==> src/rtl/flot_div_ctrl.sv <==
// Issue/return controller for a fixed-latency floating-point divider. IEEE special cases are
// resolved locally, tracked alongside the divider through a tag pipeline and merged back in order.
module flot_div_ctrl #(
    parameter int unsigned WIDTH      = 32,
    parameter int unsigned WIDTH_exp  = 8,
    parameter int unsigned WIDTH_mat  = 23,
    parameter int unsigned LATENCY    = 4,
    parameter int unsigned FIFO_DEPTH = 4
) (
    input  logic             CLK,
    input  logic             RST,
    input  logic             in_valid,
    output logic             in_ready,
    input  logic [WIDTH-1:0] in_op1,
    input  logic [WIDTH-1:0] in_op2,
    output logic [WIDTH-1:0] div_op1,
    output logic [WIDTH-1:0] div_op2,
    output logic             div_ce,
    output logic             div_exce_in,
    input  logic [WIDTH-1:0] div_result,
    input  logic             div_exce_out,
    output logic             out_valid,
    input  logic             out_ready,
    output logic [WIDTH-1:0] out_result,
    output logic             out_exce,
    output logic [2:0]       out_flags
);

    localparam int unsigned CW = $clog2(FIFO_DEPTH + 1);
    localparam int unsigned PW = (FIFO_DEPTH > 1) ? $clog2(FIFO_DEPTH) : 1;

    localparam logic [CW-1:0] CREDIT_MAX = CW'(FIFO_DEPTH);
    localparam logic [PW-1:0] PTR_LAST   = PW'(FIFO_DEPTH - 1);

    localparam logic [2:0] FLG_NONE    = 3'b000;
    localparam logic [2:0] FLG_SPECIAL = 3'b001;
    localparam logic [2:0] FLG_DBZ     = 3'b011;
    localparam logic [2:0] FLG_INVALID = 3'b101;

    // ------------------------------------------------------------------
    // Handshakes and credit
    // ------------------------------------------------------------------
    logic          w_acc;
    logic          w_pop;
    logic [CW-1:0] r_credit;

    assign in_ready = (r_credit < CREDIT_MAX);
    assign w_acc    = in_valid && in_ready;
    assign w_pop    = out_valid && out_ready;

    always_ff @(posedge CLK or posedge RST) begin
        if (RST) begin
            r_credit <= '0;
        end else if (w_acc && !w_pop) begin
            r_credit <= r_credit + 1'b1;
        end else if (w_pop && !w_acc) begin
            r_credit <= r_credit - 1'b1;
        end
    end

    // ------------------------------------------------------------------
    // Operand classification (denormals flush to zero)
    // ------------------------------------------------------------------
    logic                 w_s1;
    logic                 w_s2;
    logic [WIDTH_exp-1:0] w_e1;
    logic [WIDTH_exp-1:0] w_e2;
    logic [WIDTH_mat-1:0] w_m1;
    logic [WIDTH_mat-1:0] w_m2;
    logic                 w_zero1;
    logic                 w_zero2;
    logic                 w_inf1;
    logic                 w_inf2;
    logic                 w_nan1;
    logic                 w_nan2;
    logic                 w_sign;

    assign w_s1    = in_op1[WIDTH-1];
    assign w_s2    = in_op2[WIDTH-1];
    assign w_e1    = in_op1[WIDTH-2 -: WIDTH_exp];
    assign w_e2    = in_op2[WIDTH-2 -: WIDTH_exp];
    assign w_m1    = in_op1[WIDTH_mat-1:0];
    assign w_m2    = in_op2[WIDTH_mat-1:0];
    assign w_zero1 = (w_e1 == '0);
    assign w_zero2 = (w_e2 == '0);
    assign w_inf1  = (w_e1 == '1) && (w_m1 == '0);
    assign w_inf2  = (w_e2 == '1) && (w_m2 == '0);
    assign w_nan1  = (w_e1 == '1) && (w_m1 != '0);
    assign w_nan2  = (w_e2 == '1) && (w_m2 != '0);
    assign w_sign  = w_s1 ^ w_s2;

    logic [WIDTH-1:0] w_qnan;
    logic [WIDTH-1:0] w_inf_res;
    logic [WIDTH-1:0] w_zero_res;

    assign w_qnan     = {1'b0, {WIDTH_exp{1'b1}}, 1'b1, {(WIDTH_mat - 1){1'b0}}};
    assign w_inf_res  = {w_sign, {WIDTH_exp{1'b1}}, {WIDTH_mat{1'b0}}};
    assign w_zero_res = {w_sign, {(WIDTH - 1){1'b0}}};

    logic             w_spc;
    logic [WIDTH-1:0] w_spc_res;
    logic [2:0]       w_spc_flg;

    // Priority order matters: invalid cases first, then x/0, then the zero/inf outcomes.
    always_comb begin
        w_spc     = 1'b1;
        w_spc_res = '0;
        w_spc_flg = FLG_SPECIAL;
        if (w_nan1 || w_nan2 || (w_zero1 && w_zero2) || (w_inf1 && w_inf2)) begin
            w_spc_res = w_qnan;
            w_spc_flg = FLG_INVALID;
        end else if (w_zero2 && !w_inf1) begin
            w_spc_res = w_inf_res;
            w_spc_flg = FLG_DBZ;
        end else if (w_zero1 || w_inf2) begin
            w_spc_res = w_zero_res;
        end else if (w_inf1) begin
            w_spc_res = w_inf_res;
        end else begin
            w_spc     = 1'b0;
            w_spc_flg = FLG_NONE;
        end
    end

    // ------------------------------------------------------------------
    // Issue stage
    // ------------------------------------------------------------------
    logic [WIDTH-1:0] r_div_op1;
    logic [WIDTH-1:0] r_div_op2;
    logic             r_div_ce;

    always_ff @(posedge CLK or posedge RST) begin
        if (RST) begin
            r_div_op1 <= '0;
            r_div_op2 <= '0;
            r_div_ce  <= 1'b0;
        end else begin
            r_div_ce <= w_acc;
            if (w_acc) begin
                r_div_op1 <= in_op1;
                r_div_op2 <= in_op2;
            end
        end
    end

    assign div_op1     = r_div_op1;
    assign div_op2     = r_div_op2;
    assign div_ce      = r_div_ce;
    assign div_exce_in = 1'b0;

    // ------------------------------------------------------------------
    // Tag pipeline: stage LATENCY lines up with the divider result
    // ------------------------------------------------------------------
    logic             r_tag_vld [LATENCY+1];
    logic             r_tag_spc [LATENCY+1];
    logic [WIDTH-1:0] r_tag_res [LATENCY+1];
    logic [2:0]       r_tag_flg [LATENCY+1];

    always_ff @(posedge CLK or posedge RST) begin
        if (RST) begin
            for (int unsigned i = 0; i <= LATENCY; i++) begin
                r_tag_vld[i] <= 1'b0;
                r_tag_spc[i] <= 1'b0;
                r_tag_res[i] <= '0;
                r_tag_flg[i] <= '0;
            end
        end else begin
            r_tag_vld[0] <= w_acc;
            r_tag_spc[0] <= w_spc;
            r_tag_res[0] <= w_spc_res;
            r_tag_flg[0] <= w_spc_flg;
            for (int unsigned i = 1; i <= LATENCY; i++) begin
                r_tag_vld[i] <= r_tag_vld[i-1];
                r_tag_spc[i] <= r_tag_spc[i-1];
                r_tag_res[i] <= r_tag_res[i-1];
                r_tag_flg[i] <= r_tag_flg[i-1];
            end
        end
    end

    logic             w_push;
    logic [WIDTH-1:0] w_push_res;
    logic             w_push_exc;
    logic [2:0]       w_push_flg;

    assign w_push     = r_tag_vld[LATENCY];
    assign w_push_res = r_tag_spc[LATENCY] ? r_tag_res[LATENCY] : div_result;
    assign w_push_exc = !r_tag_spc[LATENCY] && div_exce_out;
    assign w_push_flg = r_tag_flg[LATENCY];

    // ------------------------------------------------------------------
    // Result FIFO; credit control guarantees it never overflows
    // ------------------------------------------------------------------
    logic [WIDTH-1:0] r_fifo_res [FIFO_DEPTH];
    logic             r_fifo_exc [FIFO_DEPTH];
    logic [2:0]       r_fifo_flg [FIFO_DEPTH];
    logic [PW-1:0]    r_wptr;
    logic [PW-1:0]    r_rptr;
    logic [CW-1:0]    r_count;

    function automatic logic [PW-1:0] f_ptr_inc(input logic [PW-1:0] p);
        return (p == PTR_LAST) ? '0 : p + 1'b1;
    endfunction

    always_ff @(posedge CLK or posedge RST) begin
        if (RST) begin
            for (int unsigned i = 0; i < FIFO_DEPTH; i++) begin
                r_fifo_res[i] <= '0;
                r_fifo_exc[i] <= 1'b0;
                r_fifo_flg[i] <= '0;
            end
            r_wptr  <= '0;
            r_rptr  <= '0;
            r_count <= '0;
        end else begin
            if (w_push) begin
                r_fifo_res[r_wptr] <= w_push_res;
                r_fifo_exc[r_wptr] <= w_push_exc;
                r_fifo_flg[r_wptr] <= w_push_flg;
                r_wptr             <= f_ptr_inc(r_wptr);
            end
            if (w_pop) begin
                r_rptr <= f_ptr_inc(r_rptr);
            end
            if (w_push && !w_pop) begin
                r_count <= r_count + 1'b1;
            end else if (w_pop && !w_push) begin
                r_count <= r_count - 1'b1;
            end
        end
    end

    assign out_valid  = (r_count != '0);
    assign out_result = r_fifo_res[r_rptr];
    assign out_exce   = r_fifo_exc[r_rptr];
    assign out_flags  = r_fifo_flg[r_rptr];

endmodule

==> config.mk <==
export PLATFORM = sky130hd
export DESIGN_NAME = flot_div_ctrl
export DESIGN_NICKNAME = d
export VERILOG_FILES = /design/src/rtl/flot_div_ctrl.sv
export SDC_FILE = /design/constraint.sdc
export NUM_CORES = 1
export LEC_CHECK = 0
export CELL_PAD_IN_SITES_DETAIL_PLACEMENT = 2
export CELL_PAD_IN_SITES_GLOBAL_PLACEMENT = 2
export CORE_ASPECT_RATIO = 1.1
export CORE_MARGIN = 1.5
export CORE_UTILIZATION = 35
export CTS_CLUSTER_SIZE = 12
export DETAILED_ROUTE_END_ITERATION = 12
export PLACE_DENSITY = 0.95
export SLEW_MARGIN = 20
export SYNTH_ARGS = -nofsm -noshare
export SYNTH_HDL_FRONTEND = slang
export SYNTH_SLANG_ARGS = --single-unit
==> constraint.sdc <==
create_clock -name CLK -period 19.1 [get_ports CLK]
set_input_delay 3.82 -clock CLK [delete_from_list [all_inputs] [get_ports CLK]]
set_output_delay 3.82 -clock CLK [all_outputs]
set_load 0.02 [all_outputs]
==> results.yml <==
global_route:
  grt_start_max_net_pins: 88
  gr-total-overflow: 0
  grt_first_pass_wirelength_mm: 53.1
  grt_antenna_before_repair: 1
  grt_pass1_vias: 9255
  groute.usage.overall_pct: 23.1
die:
  fp.dieW_um: 164
  chipHeight_um: 181
  num_rows: 64
  core_region_area_mm2: 0.0280
  die_area_mm2: 0.0297
  pin_count: 205
  initial_utilization_pct: 35.8
sta:
  worstMarginPinSlew_ns: 1.12
  final-max-slew-violation-count: 0
  fmaxAchievable_mhz: 152
  timing.hold.ws_ns: 0.344
  setup-tns-final_ns: 0
  relSlewSlack_pct: 25.1
  setup-violations-final: 0
  finalWorstSetupSlack_ns: 12.53
  rsz0062_at_grt: "false"
  finalHoldViolCount: 0
  post-route-min-period_ns: 6.57
  fin_skew_ns: 0.0172
  fin_crit_sh_pct: 34.4
power:
  power.clock.fraction_pct: 46.7
  vdd_drop_max_v: 0.0000566
  p_seq_share_pct: 49.1
  swShare_pct: 21.8
  power.switching_mw: 0.233
  cellLeakagePower_nw: 6.18
  p_per_area_mw_per_mm2: 80.9
  share_comb_of_total_power_pct: 4.2
  internal-power_mw: 0.838
min_path:
  path_category_of_the_worst_min_delay_check: "flip-flop to flip-flop"
routing:
  route.antenna.remaining_nets: 0
  route.detailed.drc: 0
  routed-via-count: 7926
  detail_route.iter0.violations: 340
  detailedRoute.firstPassIterationCount: 4
  detail_route.wl_per_cell_um: 22.3
  wl_mm: 33.4
  route.detailed.vias_per_inst: 5.29
clock_tree:
  cts.clk_slew.worst_paths_ns: 0.06
  htreeDepth: 1
  cts-buffers-inserted: 27
  number_of_gates_resized_after_cts: 0
  clock_tree_from_tritoncts: "done"
  postCtsHoldBufs: 0
  clockBufferDepth: 3
  clockRootBuffer: "sky130_fd_sc_hd__clkbuf_16"
  clkLatencyLatePin_ns: 0.52
  tritoncts_num_sinks: 248
  cts_setup_buffers: 0
setup_path:
  setup.worst_path.start_class: "flip-flop"
  path_delay_family: "buffers and inverters"
  cp.buffers_inverters: 2
  setup.worst_path.end_class: "primary output"
  timing.critical_path.slowest_stage_cell: "sky130_fd_sc_hd__buf_4"
  worst_path_class_setup: "flip-flop to primary output"
  required_ns: 15.28
  worst-path-max-fanout: 39
  path_cells: "buf_4 -> mux4_2 -> clkdlybuf4s50_1"
  slowest_delay_ns: 0.65
  worst-r2r-setup-slack_ns: 16.24
  arrival_ns: 2.75
logic_synthesis:
  syn-num-nets: 1041
  synth_edf_count: 0
  synth_seq_cells: 248
  portion_of_synthesized_cell_area_occupied_by_the_leading_cell_type_pct: 61.8
  seq_area_frac_synth_pct: 61.8
  synth.most_common_cell: "sky130_fd_sc_hd__nand2_1"
  synth.top_cells.by_count: "sky130_fd_sc_hd__nand2_1 (362), sky130_fd_sc_hd__dfrtp_1 (248), sky130_fd_sc_hd__o21ai_0 (138)"
  syn_area_mm2: 0.0100
  yosys_warnings: 0
  ys_async_sr_fraction_pct: 100
  post_synth_inst_count: 931
  syn-mean-instance-area_um2: 10.8
  ys.flop_type: "sky130_fd_sc_hd__dfrtp_1"
  synth.area.top_cells: "sky130_fd_sc_hd__dfrtp_1 (62%), sky130_fd_sc_hd__nand2_1 (14%), sky130_fd_sc_hd__mux4_2 (8.1%), sky130_fd_sc_hd__o21ai_0 (6.9%), sky130_fd_sc_hd__clkbuf_1 (1.7%)"
  yosys.area.top_type: "sky130_fd_sc_hd__dfrtp_1"
  yosys.cell_types.count: 38
placed_design:
  post_place_setup_slack_ns: 12.42
  placed_cell_area_mm2: 0.0124
  place.detailed.hpwl_mm: 21.3
  gp_congestion: 0.767
  port_buffers: 203
status:
  status: "finished clean"
final_layout:
  drive_gt1_share_pct: 10.1
  design_area_mm2: 0.0132
  fill_cell_count: 2848
  antenna_cells_inserted: 0
  syn2layout_area_growth_pct: 31.9
  nets: 1227
  final_core_util_pct: 47.2
job:
  maxCapViolations: 0
power groups by stage:
| stage | Clock [mW] | Combinational, mW | Sequential [mW] |
|---|---|---|---|
| finish | 0.500 | 0.0447 | 0.526 |
| global route | 0.536 | 0.0486 | 0.526 |
| CTS | 0.515 | 0.0455 | 0.526 |
| detailed placement | 0 | 0.0447 | 0.536 |
| global placement | 0 | 0.0430 | 0.535 |
| floorplan | 0 | 0.0129 | 0.536 |
per-stage QoR:
| stage | cells | total power [mW] |
|---|---|---|
| global route | 1497 | 1.11 |
| detailed placement | 1451 | 0.580 |
| finish | 1497 | 1.07 |
| floorplan | 931 | 0.549 |
| CTS | 1497 | 1.09 |
| global placement | 1451 | 0.579 |
per-layer routing:
layer  global-route usage [%]  vias to the layer above  share of wire (%)
met3                     6.90                       55                7.2
li1                         -                     3471                  -
met1                     26.9                     4152                 39
met4                     6.05                        2                2.3
met5                        0                        -              0.051
met2                     41.1                      246                 52
worst paths after layout:
| kind | cells past startpoint | end | startpoint |
|---|---|---|---|
| worst max-delay path | 3 | out_result[25] | r_rptr[0] |
| worst min-delay path | 0 | r_tag_res[126] | r_tag_res[158] |
| worst max register to register | 11 | r_credit[2] | r_credit[2] |
| worst min register to register | 0 | r_tag_res[126] | r_tag_res[158] |
| max in group asynchronous | 3 | r_tag_res[22] | RST |
| min in group asynchronous | 2 | r_count[0] | RST |
sequential cells by signal, indices dropped and copies added (netlist names), 4 cells and up:
signal,flops
div_op1,32
div_op2,32
r_fifo_exc,4
r_fifo_flg,12
r_fifo_res,128
r_tag_flg,8
r_tag_res,15
r_tag_vld,4
kinds of logic after synthesis:
group	Yosys count	share of synthesized area, %
XOR/XNOR	7	0.611
adder cells (fa/ha/maj)	9	1.27
AO/OA/AOI/OAI	150	7.68
AND/OR/NAND/NOR	401	16.4
other	1	0.0374
flip-flops	248	61.8
buffers and inverters	65	2.56
multiplexers	50	9.61
cells in the final DEF, fill, tap and decap left out, types with 4 or more instances in the layout:
master	synthesis	final
sky130_fd_sc_hd__a21oi_1	8	8
sky130_fd_sc_hd__buf_4	2	9
sky130_fd_sc_hd__clkbuf_1	45	7
sky130_fd_sc_hd__clkbuf_16	0	27
sky130_fd_sc_hd__clkbuf_8	0	5
sky130_fd_sc_hd__clkdlybuf4s50_1	0	203
sky130_fd_sc_hd__clkinv_2	0	5
sky130_fd_sc_hd__dfrtp_1	248	246
sky130_fd_sc_hd__ha_1	7	7
sky130_fd_sc_hd__inv_1	8	6
sky130_fd_sc_hd__mux2_2	11	11
sky130_fd_sc_hd__mux4_2	36	36
sky130_fd_sc_hd__nand2_1	362	357
sky130_fd_sc_hd__nand2_2	0	5
sky130_fd_sc_hd__nand4_1	6	6
sky130_fd_sc_hd__nor2_1	4	4
sky130_fd_sc_hd__nor4_1	12	12
sky130_fd_sc_hd__o21ai_0	138	138
sky130_fd_sc_hd__xnor2_1	4	4
cell type report:
class | count | area (um2) | area share (%)
Sequential cell | 248 | 6210 | 46.9
Multi-Input combinational cell | 618 | 3580 | 27.1
Timing Repair Buffer | 213 | 2110 | 16.0
Inverter | 9 | 41.3 | 0.312
Clock buffer | 39 | 771 | 5.82
Tap cell | 363 | 454 | 3.43
Clock inverter | 7 | 62.6 | 0.473
(Power assumes the default switching activity.)
==> RTL change (same settings) <==
Reset style: synchronous (`RST`), changed in 4 clocked blocks.
--- a/src/rtl/flot_div_ctrl.sv
+++ b/src/rtl/flot_div_ctrl.sv
@@ -48,7 +48,7 @@
     assign w_acc    = in_valid && in_ready;
     assign w_pop    = out_valid && out_ready;
 
-    always_ff @(posedge CLK or posedge RST) begin
+    always_ff @(posedge CLK) begin
         if (RST) begin
             r_credit <= '0;
         end else if (w_acc && !w_pop) begin
@@ -129,7 +129,7 @@
     logic [WIDTH-1:0] r_div_op2;
     logic             r_div_ce;
 
-    always_ff @(posedge CLK or posedge RST) begin
+    always_ff @(posedge CLK) begin
         if (RST) begin
             r_div_op1 <= '0;
             r_div_op2 <= '0;
@@ -156,7 +156,7 @@
     logic [WIDTH-1:0] r_tag_res [LATENCY+1];
     logic [2:0]       r_tag_flg [LATENCY+1];
 
-    always_ff @(posedge CLK or posedge RST) begin
+    always_ff @(posedge CLK) begin
         if (RST) begin
             for (int unsigned i = 0; i <= LATENCY; i++) begin
                 r_tag_vld[i] <= 1'b0;
@@ -202,7 +202,7 @@
         return (p == PTR_LAST) ? '0 : p + 1'b1;
     endfunction
 
-    always_ff @(posedge CLK or posedge RST) begin
+    always_ff @(posedge CLK) begin
         if (RST) begin
             for (int unsigned i = 0; i < FIFO_DEPTH; i++) begin
                 r_fifo_res[i] <= '0;
Formal check against the unedited RTL: differs if RST is asserted again (counterexample within 4 cycles, from zero or initial values and one cycle with RST high); with RST held inactive, the same outputs for 4 cycles.
==> RTL change against the unedited design <==
  * Area after synthesis decreased by 2.3%
  * Critical path depth unchanged
  * Via count decreased by 10%
  * Setup slack improved by 67 ps
  * Synthesized cell count decreased by 11%
  * Sequential cell count increased by 2
  * Routed wire length decreased by 8.3%
  * Core utilization decreased by 0.28 points
  * Largest cell class unchanged
  * Design area decreased by 1.7%
  * Die area decreased by 2.3%
  * Worst hold slack improved by 91 ps
Power is not compared: it rests on default switching activity, and its combinational part moved more than twofold at a synthesized area within 25%.
==> RTL change: results (changes against the unedited design) <==
INFO  metric pin_count_of_the_biggest_net_entering_global_routing = 69 (was 88)
INFO  metric synth_enable_flop_cells = 144 (was 0)
INFO  metric synth.top_cells.by_count = nand2_1, edfxtp_1, nor2_1 (was nand2_1, dfrtp_1, o21ai_0)
INFO  metric synth-async-reset-ratio = 0% (was 100.0%)
INFO  metric register_with_the_highest_flop_count = r_fifo_res (unchanged)
INFO  metric first_global_vias = 8163 (was 9255)
INFO  metric fillers = 2786 (was 2848)
INFO  metric placement.setup.worst_slack = 12350 ps (was 12420 ps)
INFO  metric detail_route.wirelength.met1 = 11640 µm (was 12890 µm)
INFO  metric initial_antenna_violation_count = 0 (was 1)
INFO  metric routed-wl-met2 = 15950 µm (was 17290 µm)
INFO  metric outcome = finished clean (unchanged)
INFO  metric setup.reg_to_reg.worst_slack = 16160 ps (was 16240 ps)
INFO  metric netlist_top_cells_area = edfxtp_1, dfxtp_1, mux4_2, nand2_1, nor2_1 (was dfrtp_1, nand2_1, mux4_2, o21ai_0, clkbuf_1)
INFO  metric synthesis.instances = 832 (was 931)
INFO  metric yosysSeqAreaShare = 65.76% (was 61.85%)
INFO  metric fin_cells = 1405 (was 1497)
INFO  metric topRoutingLayerUsed = met4 (was met5)
INFO  metric placedCellCount = 1355 (was 1451)
INFO  metric sum_of_met3_wire_segment_lengths_after_detailed_routing = 2316 µm (was 2405 µm)
INFO  metric crit-reg2reg-capture = r_fifo_res[0][3] (was r_credit[2])
INFO  metric predominant_post_synthesis_flop_cell = edfxtp_1 (was dfrtp_1)
INFO  metric crit_arrival = 2680 ps (was 2750 ps)
INFO  metric design.final.nets = 1129 (was 1227)
INFO  metric gp_congestion = 0.7555 (was 0.7674)
INFO  metric syn_to_final_growth = 32.67% (was 31.87%)
INFO  metric holdPathStages = 1 (was 0)
INFO  metric wire_per_inst = 21.76 µm (was 22.28 µm)
INFO  metric grt_first_pass_wirelength = 46900 µm (was 53070 µm)
INFO  metric largest_fanout_on_the_critical_path = 36 (was 39)
INFO  metric hpwlAfterDp = 20380 µm (was 21260 µm)
INFO  metric final_layout_size_suffix_gt1_share = 9.981% (was 10.14%)
INFO  metric max_slew_margin = 27.41% (was 25.14%)
INFO  metric synthesis.nets = 939 (was 1041)
INFO  metric hold_end = r_tag_res[0][63] (was r_tag_res[126])
INFO  metric worst-r2r-cell-count = 4 (was 11)
INFO  metric vias_per_cell = 5.071 (was 5.295)
INFO  metric post_route_clock_skew = 16.80 ps (was 17.24 ps)
INFO  metric timing.rr.start = r_tag_vld[0][4] (was r_credit[2])
## RTL change: cell types whose count changed in the layout (fill, tap and decap cells not counted), moves of 24 or more
cell      change
dfrtp_1     -246
nand2_1     -197
edfxtp_1    +144
o21ai_0     -136
nor2_1      +127
dfxtp_1     +104
a21oi_1      +70
nor2b_1      +25
inv_1        +24
## RTL change: worst max path at each step
| stage | end | slack (ps) |
|---|---|---|
| floorplan | r_fifo_exc[0] | 13370 |
| global placement | r_fifo_res[0][18] | 12480 |
| detailed placement | r_fifo_res[1][18] | 12350 |
| CTS | out_result[16] | 12540 |
| global route | out_result[31] | 12440 |
| finish | out_result[22] | 12600 |
## RTL change: metal layers
layer	vias to the layer above	global-route usage, %
met5	-	0
li1	3256	-
met1	3583	23.20
met3	44	5.999
met2	242	40.08
met4	0	5.390
## RTL change: area by class of cell
type / count / share of cell area [%]
Clock buffer: 38 / 5.610
Timing Repair Buffer: 211 / 16.16
Sequential cell: 250 / 49.59
Inverter: 32 / 0.9237
Multi-Input combinational cell: 500 / 23.42
Clock inverter: 11 / 0.7986
Tap cell: 363 / 3.493
## RTL change: power by group
part           internal, mW  total [mW]  switching, mW  leakage (nW)
clock                 0.292       0.501          0.209         0.419
combinational         0.148       0.314          0.165          1.93
sequential            0.605       0.628         0.0236          2.35
total                  1.05        1.44          0.398          4.70
## RTL change: stage by stage
step	util, %	hold WS [ps]	area, µm²
4_1_cts	46.79	442.0	12960
6_report	46.93	435.0	13000
2_1_floorplan	-	413.8	9802
3_5_place_dp	43.79	427.8	12130
3_3_place_gp	43.79	417.0	12130
5_1_grt	46.93	457.7	13000
## RTL change: kinds of logic (layout without fill, tap and decap cells)
kind of cell	count (synthesis)	after routing	share of synthesized area [%]
XOR/XNOR	5	5	0.4468
other	1	1	0.03826
multiplexers	43	43	9.012
adder cells (fa/ha/maj)	6	6	0.9191
buffers and inverters	82	292	3.485
AND/OR/NAND/NOR	359	359	15.74
AO/OA/AOI/OAI	86	86	4.595
flip-flops	250	250	65.76
